[config.mk]
export PLATFORM = sky130hd
export DESIGN_NAME = fpu_addsub_param
export DESIGN_NICKNAME = d
export VERILOG_FILES = /design/src/rtl/fpu_addsub_param.sv
export SDC_FILE = /design/constraint.sdc
export NUM_CORES = 1
export LEC_CHECK = 0
export BUFFER_PORTS_ARGS = -buffer_cell sky130_fd_sc_hd__clkbuf_2
export CAP_MARGIN = 30
export CELL_PAD_IN_SITES_DETAIL_PLACEMENT = 0
export CELL_PAD_IN_SITES_GLOBAL_PLACEMENT = 1
export CORE_MARGIN = 5
export CORE_UTILIZATION = 40
export CTS_CLUSTER_SIZE = 24
export DETAILED_ROUTE_END_ITERATION = 10
export GPL_ROUTABILITY_DRIVEN = 0
export GPL_TIMING_DRIVEN = 0
export PLACE_DENSITY = 0.67
export SYNTH_ARGS = -nofsm -noshare
export SYNTH_HDL_FRONTEND = slang
export SYNTH_SLANG_ARGS = --single-unit
[constraint.sdc]
create_clock -name clk -period 19.2 [get_ports clk]
set_clock_uncertainty 0.15 [all_clocks]
set_input_delay 1.92 -clock clk [delete_from_list [all_inputs] [get_ports clk]]
set_output_delay 1.92 -clock clk [all_outputs]
set_load 0.005 [all_outputs]
[src/rtl/fpu_addsub_param.sv]
// Sequential IEEE-754 add/subtract unit, one operation in flight, req/ack on both sides.
// Format width set by EXP_W/MANT_W; four rounding modes and {invalid, overflow, underflow, inexact} flags.
//
// state  | meaning
// IDLE   | in_ack high, waiting for operands
// UNPACK | split fields, resolve NaN/inf/zero directly to OUTPUT
// ALIGN  | shift smaller-exponent mantissa right with sticky
// ADD    | add or subtract magnitudes, absorb carry-out
// NORM_1 | shift left until hidden bit set or exponent reaches emin
// NORM_2 | shift right while exponent is below emin
// ROUND  | round, detect overflow/underflow, pack result
// OUTPUT | hold result until out_z_ack
module fpu_addsub_param #(
  parameter int EXP_W  = 8,
  parameter int MANT_W = 23
) (
  input  logic                          clk,
  input  logic                          rst,
  input  logic [EXP_W+MANT_W:0]         in_a,
  input  logic [EXP_W+MANT_W:0]         in_b,
  input  logic                          in_op,
  input  logic [1:0]                    in_rm,
  input  logic                          in_req,
  output logic                          in_ack,
  output logic [EXP_W+MANT_W:0]         out_z,
  output logic [3:0]                    out_flags,
  output logic                          out_z_req,
  input  logic                          out_z_ack
);
  localparam int W    = 1 + EXP_W + MANT_W;
  localparam int MW   = MANT_W + 4;
  localparam int EW   = EXP_W + 2;
  localparam int BIAS = (1 << (EXP_W - 1)) - 1;
  localparam logic signed [EW-1:0] BIAS_E    = EW'(BIAS);
  localparam logic signed [EW-1:0] EMIN      = EW'(1 - BIAS);
  localparam logic signed [EW-1:0] SHIFT_MAX = EW'(MANT_W + 3);
  localparam logic signed [EW-1:0] ONE_E     = EW'(1);
  localparam logic [W-1:0] QNAN = {1'b0, {EXP_W{1'b1}}, 1'b1, {(MANT_W-1){1'b0}}};

  typedef enum logic [2:0] {IDLE, UNPACK, ALIGN, ADD, NORM_1, NORM_2, ROUND, OUTPUT} state_t;
  state_t state;

  logic [W-1:0]          a_r, b_r;
  logic                  op_r;
  logic [1:0]            rm_r;
  logic                  a_s, b_s, z_s;
  logic signed [EW-1:0]  a_e, b_e, z_e;
  logic [MW-1:0]         a_m, b_m, z_m;

  // operand decode straight from the captured words
  logic [EXP_W-1:0]  a_ef, b_ef;
  logic [MANT_W-1:0] a_f, b_f;
  logic a_sg, b_sg, a_inf, b_inf, a_nan, b_nan, a_zero, b_zero;
  logic spec_hit, spec_inv;
  logic [W-1:0] spec_z;

  always_comb begin
    a_ef   = a_r[W-2:MANT_W];
    b_ef   = b_r[W-2:MANT_W];
    a_f    = a_r[MANT_W-1:0];
    b_f    = b_r[MANT_W-1:0];
    a_sg   = a_r[W-1];
    b_sg   = b_r[W-1] ^ op_r;
    a_inf  = (&a_ef) && (a_f == '0);
    b_inf  = (&b_ef) && (b_f == '0);
    a_nan  = (&a_ef) && (a_f != '0);
    b_nan  = (&b_ef) && (b_f != '0);
    a_zero = (a_ef == '0) && (a_f == '0);
    b_zero = (b_ef == '0) && (b_f == '0);
    spec_hit = 1'b1;
    spec_inv = 1'b0;
    spec_z   = '0;
    if (a_nan || b_nan) begin
      spec_z   = QNAN;
      spec_inv = (a_nan && !a_f[MANT_W-1]) || (b_nan && !b_f[MANT_W-1]);
    end else if (a_inf && b_inf && (a_sg != b_sg)) begin
      spec_z   = QNAN;
      spec_inv = 1'b1;
    end else if (a_inf) begin
      spec_z = a_r;
    end else if (b_inf || a_zero) begin
      spec_z = {b_sg, b_r[W-2:0]};
      if (b_zero)
        spec_z[W-1] = (a_sg & b_sg) | ((a_sg ^ b_sg) & (rm_r == 2'd3));
    end else if (b_zero) begin
      spec_z = a_r;
    end else begin
      spec_hit = 1'b0;
    end
  end

  logic signed [EW-1:0] diff_ab, diff_ba;
  logic [MW:0]          sum;
  logic                 sum_s;

  always_comb begin
    diff_ab = a_e - b_e;
    diff_ba = b_e - a_e;
    sum     = '0;
    sum_s   = a_s;
    if (a_s == b_s)
      sum = {1'b0, a_m} + {1'b0, b_m};
    else if (a_m >= b_m)
      sum = {1'b0, a_m} - {1'b0, b_m};
    else begin
      sum   = {1'b0, b_m} - {1'b0, a_m};
      sum_s = b_s;
    end
  end

  logic                 g, r, s, inc, ovf, inx, to_inf;
  logic [MANT_W+1:0]    rnd_sum;
  logic [MANT_W:0]      rnd_mf;
  logic signed [EW-1:0] rnd_e;
  logic [EXP_W-1:0]     rnd_exp;
  logic [W-1:0]         rnd_z;

  always_comb begin
    g = z_m[2];
    r = z_m[1];
    s = z_m[0];
    case (rm_r)
      2'd0:    inc = g & (r | s | z_m[3]);
      2'd1:    inc = 1'b0;
      2'd2:    inc = (g | r | s) & ~z_s;
      default: inc = (g | r | s) & z_s;
    endcase
    rnd_sum = {1'b0, z_m[MW-1:3]} + {{(MANT_W+1){1'b0}}, inc};
    if (rnd_sum[MANT_W+1]) begin
      rnd_mf = rnd_sum[MANT_W+1:1];
      rnd_e  = z_e + ONE_E;
    end else begin
      rnd_mf = rnd_sum[MANT_W:0];
      rnd_e  = z_e;
    end
    ovf     = rnd_e > BIAS_E;
    inx     = g | r | s | ovf;
    rnd_exp = rnd_mf[MANT_W] ? EXP_W'(rnd_e + BIAS_E) : '0;
    to_inf  = (rm_r == 2'd0) || (rm_r == 2'd2 && !z_s) || (rm_r == 2'd3 && z_s);
    if (!ovf)
      rnd_z = {z_s, rnd_exp, rnd_mf[MANT_W-1:0]};
    else if (to_inf)
      rnd_z = {z_s, {EXP_W{1'b1}}, {MANT_W{1'b0}}};
    else
      rnd_z = {z_s, {(EXP_W-1){1'b1}}, 1'b0, {MANT_W{1'b1}}};
  end

  always_ff @(posedge clk) begin
    if (rst) begin
      state     <= IDLE;
      in_ack    <= 1'b0;
      out_z_req <= 1'b0;
      out_z     <= '0;
      out_flags <= '0;
    end else begin
      case (state)
        IDLE: begin
          if (in_ack && in_req) begin
            a_r    <= in_a;
            b_r    <= in_b;
            op_r   <= in_op;
            rm_r   <= in_rm;
            in_ack <= 1'b0;
            state  <= UNPACK;
          end else begin
            in_ack <= 1'b1;
          end
        end
        UNPACK: begin
          a_s <= a_sg;
          b_s <= b_sg;
          a_e <= (a_ef == '0) ? EMIN : $signed({2'b00, a_ef}) - BIAS_E;
          b_e <= (b_ef == '0) ? EMIN : $signed({2'b00, b_ef}) - BIAS_E;
          a_m <= {|a_ef, a_f, 3'b000};
          b_m <= {|b_ef, b_f, 3'b000};
          if (spec_hit) begin
            out_z     <= spec_z;
            out_flags <= {spec_inv, 3'b000};
            out_z_req <= 1'b1;
            state     <= OUTPUT;
          end else begin
            state <= ALIGN;
          end
        end
        ALIGN: begin
          if (diff_ab > SHIFT_MAX) begin
            b_m <= {{(MW-1){1'b0}}, |b_m};
            b_e <= a_e;
          end else if (diff_ab > 0) begin
            b_m <= {1'b0, b_m[MW-1:2], b_m[1] | b_m[0]};
            b_e <= b_e + ONE_E;
          end else if (diff_ba > SHIFT_MAX) begin
            a_m <= {{(MW-1){1'b0}}, |a_m};
            a_e <= b_e;
          end else if (diff_ba > 0) begin
            a_m <= {1'b0, a_m[MW-1:2], a_m[1] | a_m[0]};
            a_e <= a_e + ONE_E;
          end else begin
            state <= ADD;
          end
        end
        ADD: begin
          // exact cancellation: +0 unless rounding toward -inf
          z_s <= (sum == '0) ? (rm_r == 2'd3) : sum_s;
          if (sum[MW]) begin
            z_m <= {sum[MW:2], sum[1] | sum[0]};
            z_e <= a_e + ONE_E;
          end else begin
            z_m <= sum[MW-1:0];
            z_e <= a_e;
          end
          state <= NORM_1;
        end
        NORM_1: begin
          if (!z_m[MW-1] && (z_e > EMIN)) begin
            z_m <= {z_m[MW-2:0], 1'b0};
            z_e <= z_e - ONE_E;
          end else begin
            state <= NORM_2;
          end
        end
        NORM_2: begin
          if (z_e < EMIN) begin
            z_m <= {1'b0, z_m[MW-1:2], z_m[1] | z_m[0]};
            z_e <= z_e + ONE_E;
          end else begin
            state <= ROUND;
          end
        end
        ROUND: begin
          out_z     <= rnd_z;
          out_flags <= {1'b0, ovf, inx & !rnd_mf[MANT_W], inx};
          out_z_req <= 1'b1;
          state     <= OUTPUT;
        end
        OUTPUT: begin
          if (out_z_ack) begin
            out_z_req <= 1'b0;
            state     <= IDLE;
          end
        end
        default: state <= IDLE;
      endcase
    end
  end
endmodule
* Word-level counts from Yosys, hierarchy flattened
Cells that the tools add are included.
Operators by class: add/subtract/negate cells 13, order comparisons 8, equal/unequal tests 25, multiplexer cells 68, bitwise logic cells 19, reductions and logical operators 52
Operators with widths (count):
- 27-bit two-way mux | 9
- 32-bit two-way mux | 6
- 10-bit two-way mux | 12
- 27-bit case mux with 2 select lines | 2
- 27-bit case mux with 3 select lines | 1
- 32-bit case mux with 2 select lines | 1
- 28-bit two-way mux | 2
- 27-bit by 27-bit subtractor with 28-bit output | 2
- 27-bit OR reduction | 2
- 24-bit two-way mux | 2
- 23-bit zero test | 2
- 23-bit nonzero test | 2
- 10-bit case mux with 2 select lines | 2
- 31-bit two-way mux | 1
- 10-bit by 2-bit adder with 10-bit output, second input constant | 3
- 10-bit case mux with 3 select lines | 1
- 27-bit by 27-bit adder with 28-bit output | 1
- 28-bit zero test | 1
- 27-bit >= comparator | 1
- 3-bit two-way mux | 9
- 24-bit by 1-bit adder with 25-bit output | 1
- 3-bit case mux with 8 select lines | 1
- 8-bit AND reduction | 3
- 2-bit != test, second input constant | 11
- other kinds (38) | 107
Storage, ports and cells: register bits after elaboration 222, logic and storage cells 203

* Depth between registers and ports, before layout
Gate-level depths: netlist of the first run.
depth after elaboration 11, gate-level depth with buffers 21

* Worst setup path after synthesis of the first run
OpenSTA, ideal clock, no wires.
path kind input port to flip-flop, from input port rst, to register a_r[0] (enable), library setup time 0.588 ns, data arrival time 7.051 ns, data required time 18.462 ns, slack 11.411 ns, cell stages on the path 2, path buffers 1, cell sequence clkbuf_1 nor3b_1
Between the ends: word-level cells in the longest chain between the ends 2
Ends and longest elaborated chain:
- from (decl) | RTL line 18 | input logic rst,
- 1-bit NOT (no source line)
- 3-bit AND reduction (no source line)
- to (signal assigned) | RTL line 159 | a_r <= in_a;
- to (decl) | RTL line 43 | logic [W-1:0] a_r, b_r;
No other way between the ends. A chain may end at the register's enable or synchronous reset.

* Worst setup path after layout of the first run
from register b_m[3], to register z_e[1] (data pin)
Between the ends: word-level cells in the longest chain between the ends 5
Ends and longest elaborated chain:
- from (decl) | RTL line 48 | logic [MW-1:0] a_m, b_m, z_m;
- from (signal assigned) | RTL line 175 | b_m <= {|b_ef, b_f, 3'b000};
- from (signal assigned) | RTL line 187 | b_m <= {{(MW-1){1'b0}}, |b_m};
- from (signal assigned) | RTL line 190 | b_m <= {1'b0, b_m[MW-1:2], b_m[1] | b_m[0]};
- 27-bit by 27-bit subtractor with 28-bit output, or another cell as far along | RTL line 106 | sum = {1'b0, b_m} - {1'b0, a_m};
- 28-bit two-way mux | RTL line 103 | else if (a_m >= b_m)
- 28-bit two-way mux (*) | RTL line 101 | if (a_s == b_s)
- 10-bit two-way mux (*) | RTL line 205 | if (sum[MW]) begin
- 10-bit case mux with 3 select lines (*) | RTL line 156 | case (state)
- to (signal assigned) | RTL line 207 | z_e <= a_e + ONE_E;
- to (signal assigned) | RTL line 217 | z_e <= z_e - ONE_E;
- to (signal assigned) | RTL line 225 | z_e <= z_e + ONE_E;
- to (decl) | RTL line 47 | logic signed [EW-1:0] a_e, b_e, z_e;
Mark *: on every way between the ends. The rest lies on a longest branch, timed or not.

==> results.json, run 1 <==
{
  "dp_hpwl_um": 55500,
  "drc_errors": 0,
  "clk_pin_slew_ns": 0.06,
  "routed_wl_um": 68300,
  "worst_setup_path_end_kind": "register",
  "finalSetupViolations": 0,
  "io_buffers": 108,
  "ys_seq_area_share_pct": 35.7,
  "insertion_delay_ns": 0.54,
  "top_layer": "met5",
  "cts_buffers": 26,
  "fmax_mhz": 167,
  "synth_ff_type": "edfxtp_1",
  "wl_met3_um": 4290,
  "reg2reg_slack_ns": 13.21,
  "ios": 109,
  "drtIter0Drc": 1886,
  "wl_met1_um": 29400,
  "period_share_pct": 31.2,
  "hold_path_depth": 2,
  "nets": 2391,
  "post-cts-setup-buffers": 0,
  "die_w_um": 219,
  "ctsHoldBuffers": 0,
  "antenna_found_initial": 1,
  "netlist_area_um2": 17500,
  "hold_violations": 0,
  "synth_cell_types": 81,
  "rows": 76,
  "diodes": 0,
  "root_buffer": "clkbuf_16",
  "ir_worst_vdd_uv": 63.6,
  "cts.sinks": 222,
  "worstPathRequired_ns": 19.32,
  "min_to": "out_flags[0]",
  "via_count": 16700,
  "grt_max_degree": 32,
  "die_area_um2": 48100,
  "grt_pass1_vias": 16200,
  "reg2reg_to": "z_e[1]",
  "ys_seq_elements": 222,
  "crit_type": "reg2reg",
  "max-slew-margin-rel_pct": 27.9,
  "worst-path-max-fanout": 10,
  "worst-r2r-cell-count": 13,
  "core_area_um2": 43200,
  "syn_to_final_growth_pct": 13.1,
  "p_per_area_nw_per_um2": 85.2,
  "synth-edff-count": 181,
  "cts_tree": "built",
  "rsz0062_at_grt": "no",
  "gr-usage-all-layers_pct": 27.8,
  "netlist_instances": 2050,
  "grt_pass1_wl_um": 102000,
  "synth_warnings": 0,
  "p_leak_nw": 7.79,
  "report.final.slew_viol_count": 0,
  "seqCellArea_um2": 6260,
  "tightest_slew_ns": 1.08,
  "cp.arrival_ns": 6.11,
  "worst_hold_path_type": "reg2reg",
  "synth-async-reset-ratio_pct": 0,
  "timing.hold.ws_ns": 0.305,
  "fin_crit_ns": 5.99,
  "avgSynthCellArea_um2": 8.55,
  "post_drt_wl_per_cell_um": 24.3,
  "hold_start": "out_flags[0]",
  "crit_path_start_kind": "register",
  "maxCapViolations": 0,
  "worstReg2RegStart": "b_m[3]",
  "multi_input_area_um2": 10300,
  "clk_path_buf_depth": 3,
  "avgViaCountPerCell": 5.95,
  "fin_total_pwr_mw": 1.69,
  "layout-drive-gt1-share_pct": 10.2,
  "run_status": "completed",
  "tns_ns": 0,
  "drtPass1Iterations": 10,
  "htree_levels": 1,
  "fin_util_pct": 45.9,
  "fillers": 4364,
  "gr-total-overflow": 0,
  "die_height_um": 219,
  "postRouteAntennaNets": 0,
  "syn-num-nets": 2239,
  "met2WireLength_um": 31800,
  "initial_utilization_pct": 40.6,
  "cts_resized": 0
}
state kept, by name, indices dropped and copies added, names as in the netlist, 3 cells and up:
signal / cells
out_z: 32
state: 3
a_r: 32
z_m: 27
a_m: 27
b_e: 10
b_r: 32
z_e: 10
b_m: 27
out_flags: 4
a_e: 10
power by group:
part | switching, mW | leakage, nW | internal, mW
registers | 0.0404 | 1.97 | 0.570
clock network | 0.209 | 0.388 | 0.271
logic | 0.399 | 5.43 | 0.199
total | 0.649 | 7.79 | 1.04
synthesized netlist by cell type (32+ instances only):
cell type	instances	share of area, %
nor2_1	155	3.3
nor3_1	54	1.5
a211oi_1	32	1.4
nand2_1	222	4.8
mux2i_1	48	2.7
nor2b_1	35	1.2
and3_1	34	1.2
xnor2_1	75	3.7
inv_1	130	2.8
xor2_1	34	1.7
o21ai_0	156	4.5
edfxtp_1	181	31
clkbuf_1	96	2.1
ha_1	113	8.1
a21oi_1	136	3.9
nor4_1	34	1.2
dfxtp_1	41	4.7
nand3_1	90	2.6
metal layers:
metal  vias to the layer above  GRT usage, %
met1                      8057          38.1
met3                       131          2.95
met4                         2          9.71
met2                       696          45.8
li1                       7822             -
met5                         -             0
metrics by stage:
step,std cells,cell area (um^2),setup slack [ns]
after floorplan,2050,17500,11.41
after global placement,2743,18800,9.06
after detailed placement,2759,19000,13.28
after CTS,2806,19800,13.28
after global routing,2806,19800,12.81
final,2806,19800,13.21
worst max-delay path, cell delays in order, from the launching register on:
cell	delay, ns
edfxtp_1	0.52
ha_1	0.45
nor2_1	0.08
a221oi_1	0.58
a2111oi_0	0.33
o41ai_1	0.84
o41ai_1	0.23
a311o_1	0.36
a2111oi_1	0.46
a2bb2oi_2	0.52
buf_2	0.44
buf_4	0.31
mux2i_1	0.30
o21ai_0	0.11
cell usage in the layout, fill, tap and decap left out, types with 9 or more instances in the layout:
cell       Yosys  final
nand2_1      222    222
edfxtp_1     181    181
o21ai_0      156    156
nor2_1       155    154
a21oi_1      136    136
inv_1        130    130
ha_1         113    113
clkbuf_2       0    108
clkbuf_1      96     98
nand3_1       90     90
xnor2_1       75     75
nor3_1        54     52
mux2i_1       48     48
dfxtp_1       41     41
nor2b_1       35     35
and3_1        34     34
nor4_1        34     34
xor2_1        34     34
a211oi_1      32     32
clkbuf_16      0     27
nand4_1       25     25
a21o_1        25     25
o211ai_1      25     25
mux2_2        25     25
nand2b_1      19     19
a222oi_1      19     19
o22ai_1       16     16
a31oi_1       15     15
o31ai_1       14     14
o21bai_1      14     14
a221oi_1      13     13
buf_1         12     12
or3_1         12     12
buf_6          0     10
buf_2          7      9
worst max path at each step:
stage / cells past startpoint / end / start
6_report: 13 / z_e[1] / b_m[3]
5_1_grt: 20 / out_z[10] / rm_r[1]
4_1_cts: 14 / z_e[1] / b_m[4]
3_5_place_dp: 14 / z_e[1] / b_m[4]
3_3_place_gp: 3 / b_r[11] / rst
2_1_floorplan: 2 / a_r[0] / rst
cells by family (layout without fill, tap and decap cells):
kind of cell,Yosys count,in the layout,synth area share [%]
AO/OA/AOI/OAI,558,558,20.7
flip-flops,222,222,35.7
buffers and inverters,250,421,5.51
multiplexers,73,73,4.35
adder cells (fa/ha/maj),118,118,8.64
XOR/XNOR,109,109,5.45
AND/OR/NAND/NOR,720,720,19.7
final cells by class:
class / instances / share of cell area [%]
multi-input cells: 1578 / 52.1
clock inverters: 18 / 0.688
well taps: 585 / 3.69
repair buffers: 124 / 3.64
clock buffers: 29 / 3.45
flip-flops and latches: 222 / 31.6
plain buffers: 120 / 2.41
inverters: 130 / 2.46
Note: power is estimated with default switching activity, not from simulation.
==> run 2, diff against run 1 <==
--- a/config.mk
+++ b/config.mk
@@ -5,6 +5,7 @@
 export SDC_FILE = /design/constraint.sdc
 export NUM_CORES = 1
 export LEC_CHECK = 0
+export ABC_AREA = 1
 export BUFFER_PORTS_ARGS = -buffer_cell sky130_fd_sc_hd__clkbuf_2
 export CAP_MARGIN = 30
 export CELL_PAD_IN_SITES_DETAIL_PLACEMENT = 0
@@ -15,7 +16,7 @@
 export DETAILED_ROUTE_END_ITERATION = 10
 export GPL_ROUTABILITY_DRIVEN = 0
 export GPL_TIMING_DRIVEN = 0
-export PLACE_DENSITY = 0.67
+export PLACE_DENSITY = 0.73
 export SYNTH_ARGS = -nofsm -noshare
 export SYNTH_HDL_FRONTEND = slang
 export SYNTH_SLANG_ARGS = --single-unit
==> constraint.sdc (replaced) <==
create_clock -name clk -period 5 [get_ports clk]
set_clock_uncertainty 0.15 [all_clocks]
set_input_delay 0.5 -clock clk [delete_from_list [all_inputs] [get_ports clk]]
set_output_delay 0.5 -clock clk [all_outputs]
set_load 0.005 [all_outputs]
==> run 2 against run 1 <==
Against the previous run:
- first-iteration DRC count is 27% higher
- non-clock buffer count is 45 higher
- final cell count is 39% higher
- die area is 13% higher
- global-route usage is 1.0 points higher
- critical endpoint is now a_m[3]
- register-to-register slack worse by 12 ns
==> results.json, run 2 <==
{
  "run_status": "completed",
  "clk_pin_slew_ns": 0.06,
  "synth-async-reset-ratio_pct": 0,
  "synth_top_cell_by_area": "edfxtp_1",
  "synth_common_cells": "907 x nand2_1, 452 x inv_1, 241 x nor2_1",
  "io_buffers": 108,
  "initial_utilization_pct": 40.6,
  "drtPass1Iterations": 7,
  "rows": 81,
  "antenna_found_initial": 2,
  "grt_pass1_vias": 19700,
  "fin_total_pwr_mw": 11.9,
  "final_common_cell": "nand2_1",
  "synth_cell_types": 58,
  "p_leak_nw": 10.9,
  "grt_pass1_wl_um": 120000,
  "cp.arrival_ns": 4.28,
  "drc_errors": 0,
  "avgSynthCellArea_um2": 6.65,
  "worst-path-max-fanout": 27,
  "final_cell_area_um2": 23000,
  "hold_violations": 0,
  "reg_top3": "a_r (32), b_r (32), out_z (32)",
  "root_buffer": "clkbuf_16",
  "cts_buffers": 27,
  "layout-drive-gt1-share_pct": 7.79,
  "syn_to_final_growth_pct": 15.4,
  "dp_hpwl_um": 66200,
  "report.final.slew_viol_count": 0,
  "maxCapViolations": 0,
  "worstPathRequired_ns": 5.11,
  "die_area_um2": 54300,
  "syn-num-nets": 3181,
  "timing.hold.ws_ns": 0.171,
  "place_ws_ns": 0.873,
  "path_cells": "inv_1 -> ha_1 -> inv_1 -> fa_1 -> nand3_1 -> nand2_1 -> a21oi_1 -> xor2_1 -> nand2_1 -> nor3_1 -> nand3_1 -> nand2_1 -> o211ai_1 -> a21oi_4 -> buf_12",
  "crit_type": "reg2reg",
  "netlist_instances": 2992,
  "setup_ws_ns": 0.834,
  "crit_path_start_kind": "register",
  "layout_common_cells": "907 x nand2_1, 452 x inv_1, 240 x nand3_1",
  "synth_most_common_cell": "nand2_1",
  "insertion_delay_ns": 0.57,
  "worst_hold_path_type": "in2reg",
  "synth_ff_type": "edfxtp_1",
  "fin_util_pct": 46.8,
  "postRouteAntennaNets": 0,
  "synthTopCellsByArea": "edfxtp_1 27%, nand2_1 17%, inv_1 8.5%, ha_1 7.1%, nand3_1 6.0%",
  "htree_levels": 1,
  "synth_warnings": 0,
  "tightest_slew_ns": 0.881,
  "routed_wl_um": 79900,
  "ys_seq_elements": 222,
  "clk_path_buf_depth": 3,
  "die_w_um": 233,
  "crit_path_top_delay_cell": "edfxtp_1",
  "max-slew-margin-rel_pct": 40.9,
  "finalSetupViolations": 0,
  "ios": 109,
  "slowest_delay_ns": 0.54,
  "post_drt_wl_per_cell_um": 20.6,
  "worst_setup_path_end_kind": "register",
  "gr-usage-all-layers_pct": 28.8,
  "via_count": 20900,
  "ys_seq_area_share_pct": 31.4,
  "p_per_area_nw_per_um2": 519,
  "drtIter0Drc": 2397,
  "period_share_pct": 83.3,
  "ir_worst_vdd_uv": 298,
  "synth-edff-count": 181,
  "gr-total-overflow": 0,
  "cts.sinks": 222,
  "rsz0062_at_grt": "no",
  "nets": 3391,
  "yosysTopAreaCellShare_pct": 27.3,
  "cpMostUsedCell": "nand2_1",
  "core_area_um2": 49100,
  "placed_cell_area_um2": 21400,
  "fmax_mhz": 240,
  "netlist_area_um2": 19900,
  "die_height_um": 233,
  "avgViaCountPerCell": 5.38,
  "fin_crit_ns": 4.17,
  "cts_tree": "built",
  "grt_max_degree": 35
}
run 2: cell types whose count changed after synthesis, moves of 27 or more:
| cell | delta |
|---|---|
| a211oi_1 | -31 |
| a21oi_1 | +48 |
| and3_1 | -32 |
| buf_2 | +27 |
| clkbuf_1 | -42 |
| inv_1 | +322 |
| mux2i_1 | -47 |
| nand2_1 | +685 |
| nand3_1 | +150 |
| nand4_1 | +39 |
| nor2_1 | +86 |
| nor2b_1 | -35 |
| xnor2_1 | -61 |
| xor2_1 | +32 |
run 2: kinds of logic after synthesis:
group                      Yosys count  synth area share (%)
adders and majority gates          118                  7.61
and+or+nand+nor                   1545                  32.9
muxes                                1                0.0503
buffers and inverters              566                  11.2
AOI/OAI and AO/OA                  460                  13.3
DFF                                222                  31.4
xor gates and xnor gates            80                  3.52
run 2: path summary, 6_finish.rpt:
kind | startpoint | to | slack (ns) | cells after the start
min | out_z_ack | state[0] | 0.17 | 4
max reg2reg | a_e[0] | a_m[3] | 0.83 | 15
min reg2reg | out_flags[2] | out_flags[2] | 0.31 | 2
max | a_e[0] | a_m[3] | 0.83 | 15
run 2: timing repair:
item / 4_1_cts / 5_1_grt
hold endpoints to repair: 67 / 0
hold buffers: 67 / 0
resized for setup: 0 / 0
setup buffers: 0 / 0
run 2: area by class of cell:
type	instances	area, um^2
antenna	2	5.00
buffer	108	517
clock buffer	32	694
clock inverter	18	166
fill	5154	26100
inverter	458	1720
multi-input combinational	2204	11500
sequential	222	6260
tap	664	831
timing repair buffer	181	1330
run 2: stage by stage:
step           setup TNS, ns  cells
2_1_floorplan              0   2992
3_3_place_gp         -124.83   3764
3_5_place_dp               0   3770
4_1_cts                    0   3887
5_1_grt                    0   3887
6_report                   0   3889
run 2: power breakdown:
| part | leakage [nW] | switching, mW | total [mW] | internal, mW |
|---|---|---|---|---|
| registers | 1.98 | 0.335 | 2.84 | 2.50 |
| logic | 8.53 | 5.00 | 7.14 | 2.14 |
| clock network | 0.428 | 0.835 | 1.94 | 1.11 |
| total | 10.9 | 6.17 | 11.9 | 5.75 |
run 2: per-layer routing:
metal  global-route usage [%]  vias to the layer above  share of wire (%)
li1                         -                    10200                  -
met1                     43.7                     9824                 47
met2                     43.3                      812                 42
met3                     4.10                       97                8.3
met4                     6.81                        2                2.6
met5                        0                        -              0.015
run 2: worst max-delay path, delay by kind of cell, from the launching register on:
kind | cells | cell delay, ns
simple gates | 6 | 1.01
fa+ha+maj | 2 | 0.59
xor+xnor | 1 | 0.16
compound gates | 3 | 0.81
buf+inv | 3 | 0.58
flops | 1 | 0.54
==> run 3, diff against run 2 <==
==> constraint.sdc (replaced) <==
create_clock -name clk -period 3.4 [get_ports clk]
set_clock_uncertainty 0.15 [all_clocks]
set_input_delay 0.34 -clock clk [delete_from_list [all_inputs] [get_ports clk]]
set_output_delay 0.34 -clock clk [all_outputs]
set_load 0.005 [all_outputs]
==> run 3 against run 2 <==
Against the previous run:
- the flow now finishes with violations (setup timing)
- non-clock buffer count is 176 higher
- critical path depth increased by 5
- total power is 75% higher
- die area stayed put
- utilization grew 6.9 points
- sequential share of layout area down 3.5 points
- maximum frequency is 15% higher
- cell area increased by 15%
- sequential cell count unchanged
- register-to-register slack worse by 1.1 ns
- critical endpoint is now out_z[10]
- highest routed layer is now met4
==> results.json, run 3 (synthesis results as in run 2) <==
{
  "reg_top3": "a_r (32), b_r (32), out_z (32)",
  "avgViaCountPerCell": 5.49,
  "cp.arrival_ns": 3.96,
  "max-slew-margin-rel_pct": 32.4,
  "insertion_delay_ns": 0.59,
  "report.final.slew_viol_count": 0,
  "gr-total-overflow": 0,
  "core_area_um2": 49100,
  "rows": 81,
  "maxCapViolations": 0,
  "tightest_slew_ns": 1.01,
  "hold_violations": 0,
  "fmax_mhz": 276,
  "final_cell_count_no_fill": 4066,
  "die_height_um": 233,
  "ios": 109,
  "layout-drive-gt1-share_pct": 22.2,
  "crit_path_start_kind": "register",
  "htree_levels": 1,
  "fin_total_pwr_mw": 20.8,
  "finalSetupViolations": 31,
  "p_leak_nw": 12.3,
  "syn_to_final_growth_pct": 32.3,
  "clk_pin_slew_ns": 0.06,
  "p_per_area_nw_per_um2": 791,
  "clk_path_buf_depth": 3,
  "root_buffer": "clkbuf_16",
  "worstPathRequired_ns": 3.74,
  "crit_type": "reg2reg",
  "worst-r2r-cell-count": 20,
  "ir_worst_vdd_uv": 486,
  "die_area_um2": 54300,
  "antenna_found_initial": 0,
  "fin_crit_ns": 3.62,
  "reg2reg_to": "out_z[10]",
  "drtIter0Drc": 2483,
  "initial_utilization_pct": 40.6,
  "grt_pass1_vias": 20600,
  "placed_cell_area_um2": 21400,
  "fin_util_pct": 53.7,
  "min_to": "in_ack",
  "layout_common_cells": "806 x nand2_1, 414 x inv_1, 225 x nand3_1",
  "drtPass1Iterations": 7,
  "path_cells": "inv_2 -> nor2_1 -> ha_1 -> o31ai_2 -> ha_2 -> ha_4 -> nand3_4 -> nor2_4 -> nand4_1 -> nor2_4 -> inv_2 -> nor2_4 -> buf_12 -> clkinvlp_4 -> nand3_4 -> buf_4 -> nand3_2 -> nand2_4 -> nand2_2 -> a31oi_1",
  "rsz0062_at_grt": "yes",
  "period_share_pct": 107,
  "worst-path-max-fanout": 7,
  "reg2reg_slack_ns": -0.22,
  "grt_max_degree": 37,
  "cts.sinks": 222,
  "via_count": 22300,
  "violations": "setup timing",
  "dp_cells": 3770,
  "slowest_delay_ns": 0.44,
  "nets": 3569,
  "post_drt_wl_per_cell_um": 21.0,
  "timing.hold.ws_ns": 0.0312,
  "drc_errors": 0,
  "crit_path_top_delay_cell": "edfxtp_1",
  "run_status": "finished, violations left",
  "final_common_cell": "nand2_1",
  "grt_pass1_wl_um": 124000,
  "worst_setup_path_end_kind": "register",
  "cpMostUsedCell": "nor2_4",
  "cts_buffers": 27,
  "gr-usage-all-layers_pct": 29.9,
  "die_w_um": 233,
  "final_cell_area_um2": 26300,
  "cts_tree": "built",
  "worstReg2RegStart": "rm_r[1]",
  "routed_wl_um": 85600,
  "dp_hpwl_um": 66100,
  "hold_start": "in_req",
  "postRouteAntennaNets": 0,
  "setup_ws_ns": -0.223,
  "hold_path_depth": 4,
  "worst_hold_path_type": "in2reg",
  "io_buffers": 108
}
==> run 3: changes by cell type in the layout (fill, tap and decap cells not counted), moves of 26 or more <==
cell	change
nand2_1	-101
buf_6	+30
buf_2	-26
buf_4	+153
inv_2	+36
nand2_2	+79
a21oi_2	+33
inv_1	-38
a21oi_1	-47
nor2_1	-40
==> run 3: layer usage <==
metal / vias up / wire (um) / track usage [%]
met5: - / 0 / 0
met4: 0 / 2400 / 7.35
met3: 134 / 7930 / 5.62
met2: 1095 / 36600 / 45.6
met1: 10500 / 38600 / 43.8
li1: 10600 / - / -
==> run 3: worst max path at each step <==
stage / slack (ns) / from / end / cells after the start
6_report: -0.22 / rm_r[1] / out_z[10] / 20
5_1_grt: -0.33 / rm_r[1] / out_z[17] / 21
4_1_cts: -0.21 / rm_r[1] / out_z[10] / 20
3_5_place_dp: -0.76 / a_e[0] / a_m[2] / 15
3_3_place_gp: -1.11 / a_e[0] / a_m[2] / 14
2_1_floorplan: -0.07 / a_e[0] / a_e[0] / 14
==> run 3: area by class of cell <==
| class | count | area, um^2 |
|---|---|---|
| diodes | 1 | 2.50 |
| plain buffers | 104 | 766 |
| clock buffers | 38 | 797 |
| clock inverters | 12 | 130 |
| fillers | 4853 | 22700 |
| inverters | 458 | 1730 |
| multi-input cells | 2206 | 13000 |
| flip-flops and latches | 222 | 6260 |
| well taps | 664 | 831 |
| repair buffers | 361 | 2850 |
==> run 3: power breakdown <==
group	switching, mW	internal, mW
Clock	1.26	1.79
Combinational	8.72	4.95
Sequential	0.425	3.68
Total	10.4	10.4
==> run 3: what timing repair did <==
| action | CTS | global route |
|---|---|---|
| setup buffers | 85 | 86 |
| cloned | 4 | 5 |
| hold buffers | 68 | 0 |
| pin swaps | 45 | 78 |
| hold endpoints to repair | 68 | 0 |
| setup endpoints to repair | 212 | 213 |
| resized for setup | 221 | 300 |
==> run 3: worst max-delay path, delay by kind of cell, from the launching register on <==
family / cells / cell delay [ns]
and+or+nand+nor: 10 / 1.18
DFF: 1 / 0.44
AOI/OAI and AO/OA: 2 / 0.46
adders and majority gates: 3 / 0.71
buffers and inverters: 5 / 0.57
==> run 3: per-stage QoR <==
stage / TNS (ns) / worst slack [ns]
CTS: -4.64 / -0.210
floorplan: -2.71 / -0.0731
global placement: -165.27 / -1.11
global route: -9.57 / -0.329
finish: -3.91 / -0.223
detailed placement: -85.73 / -0.759
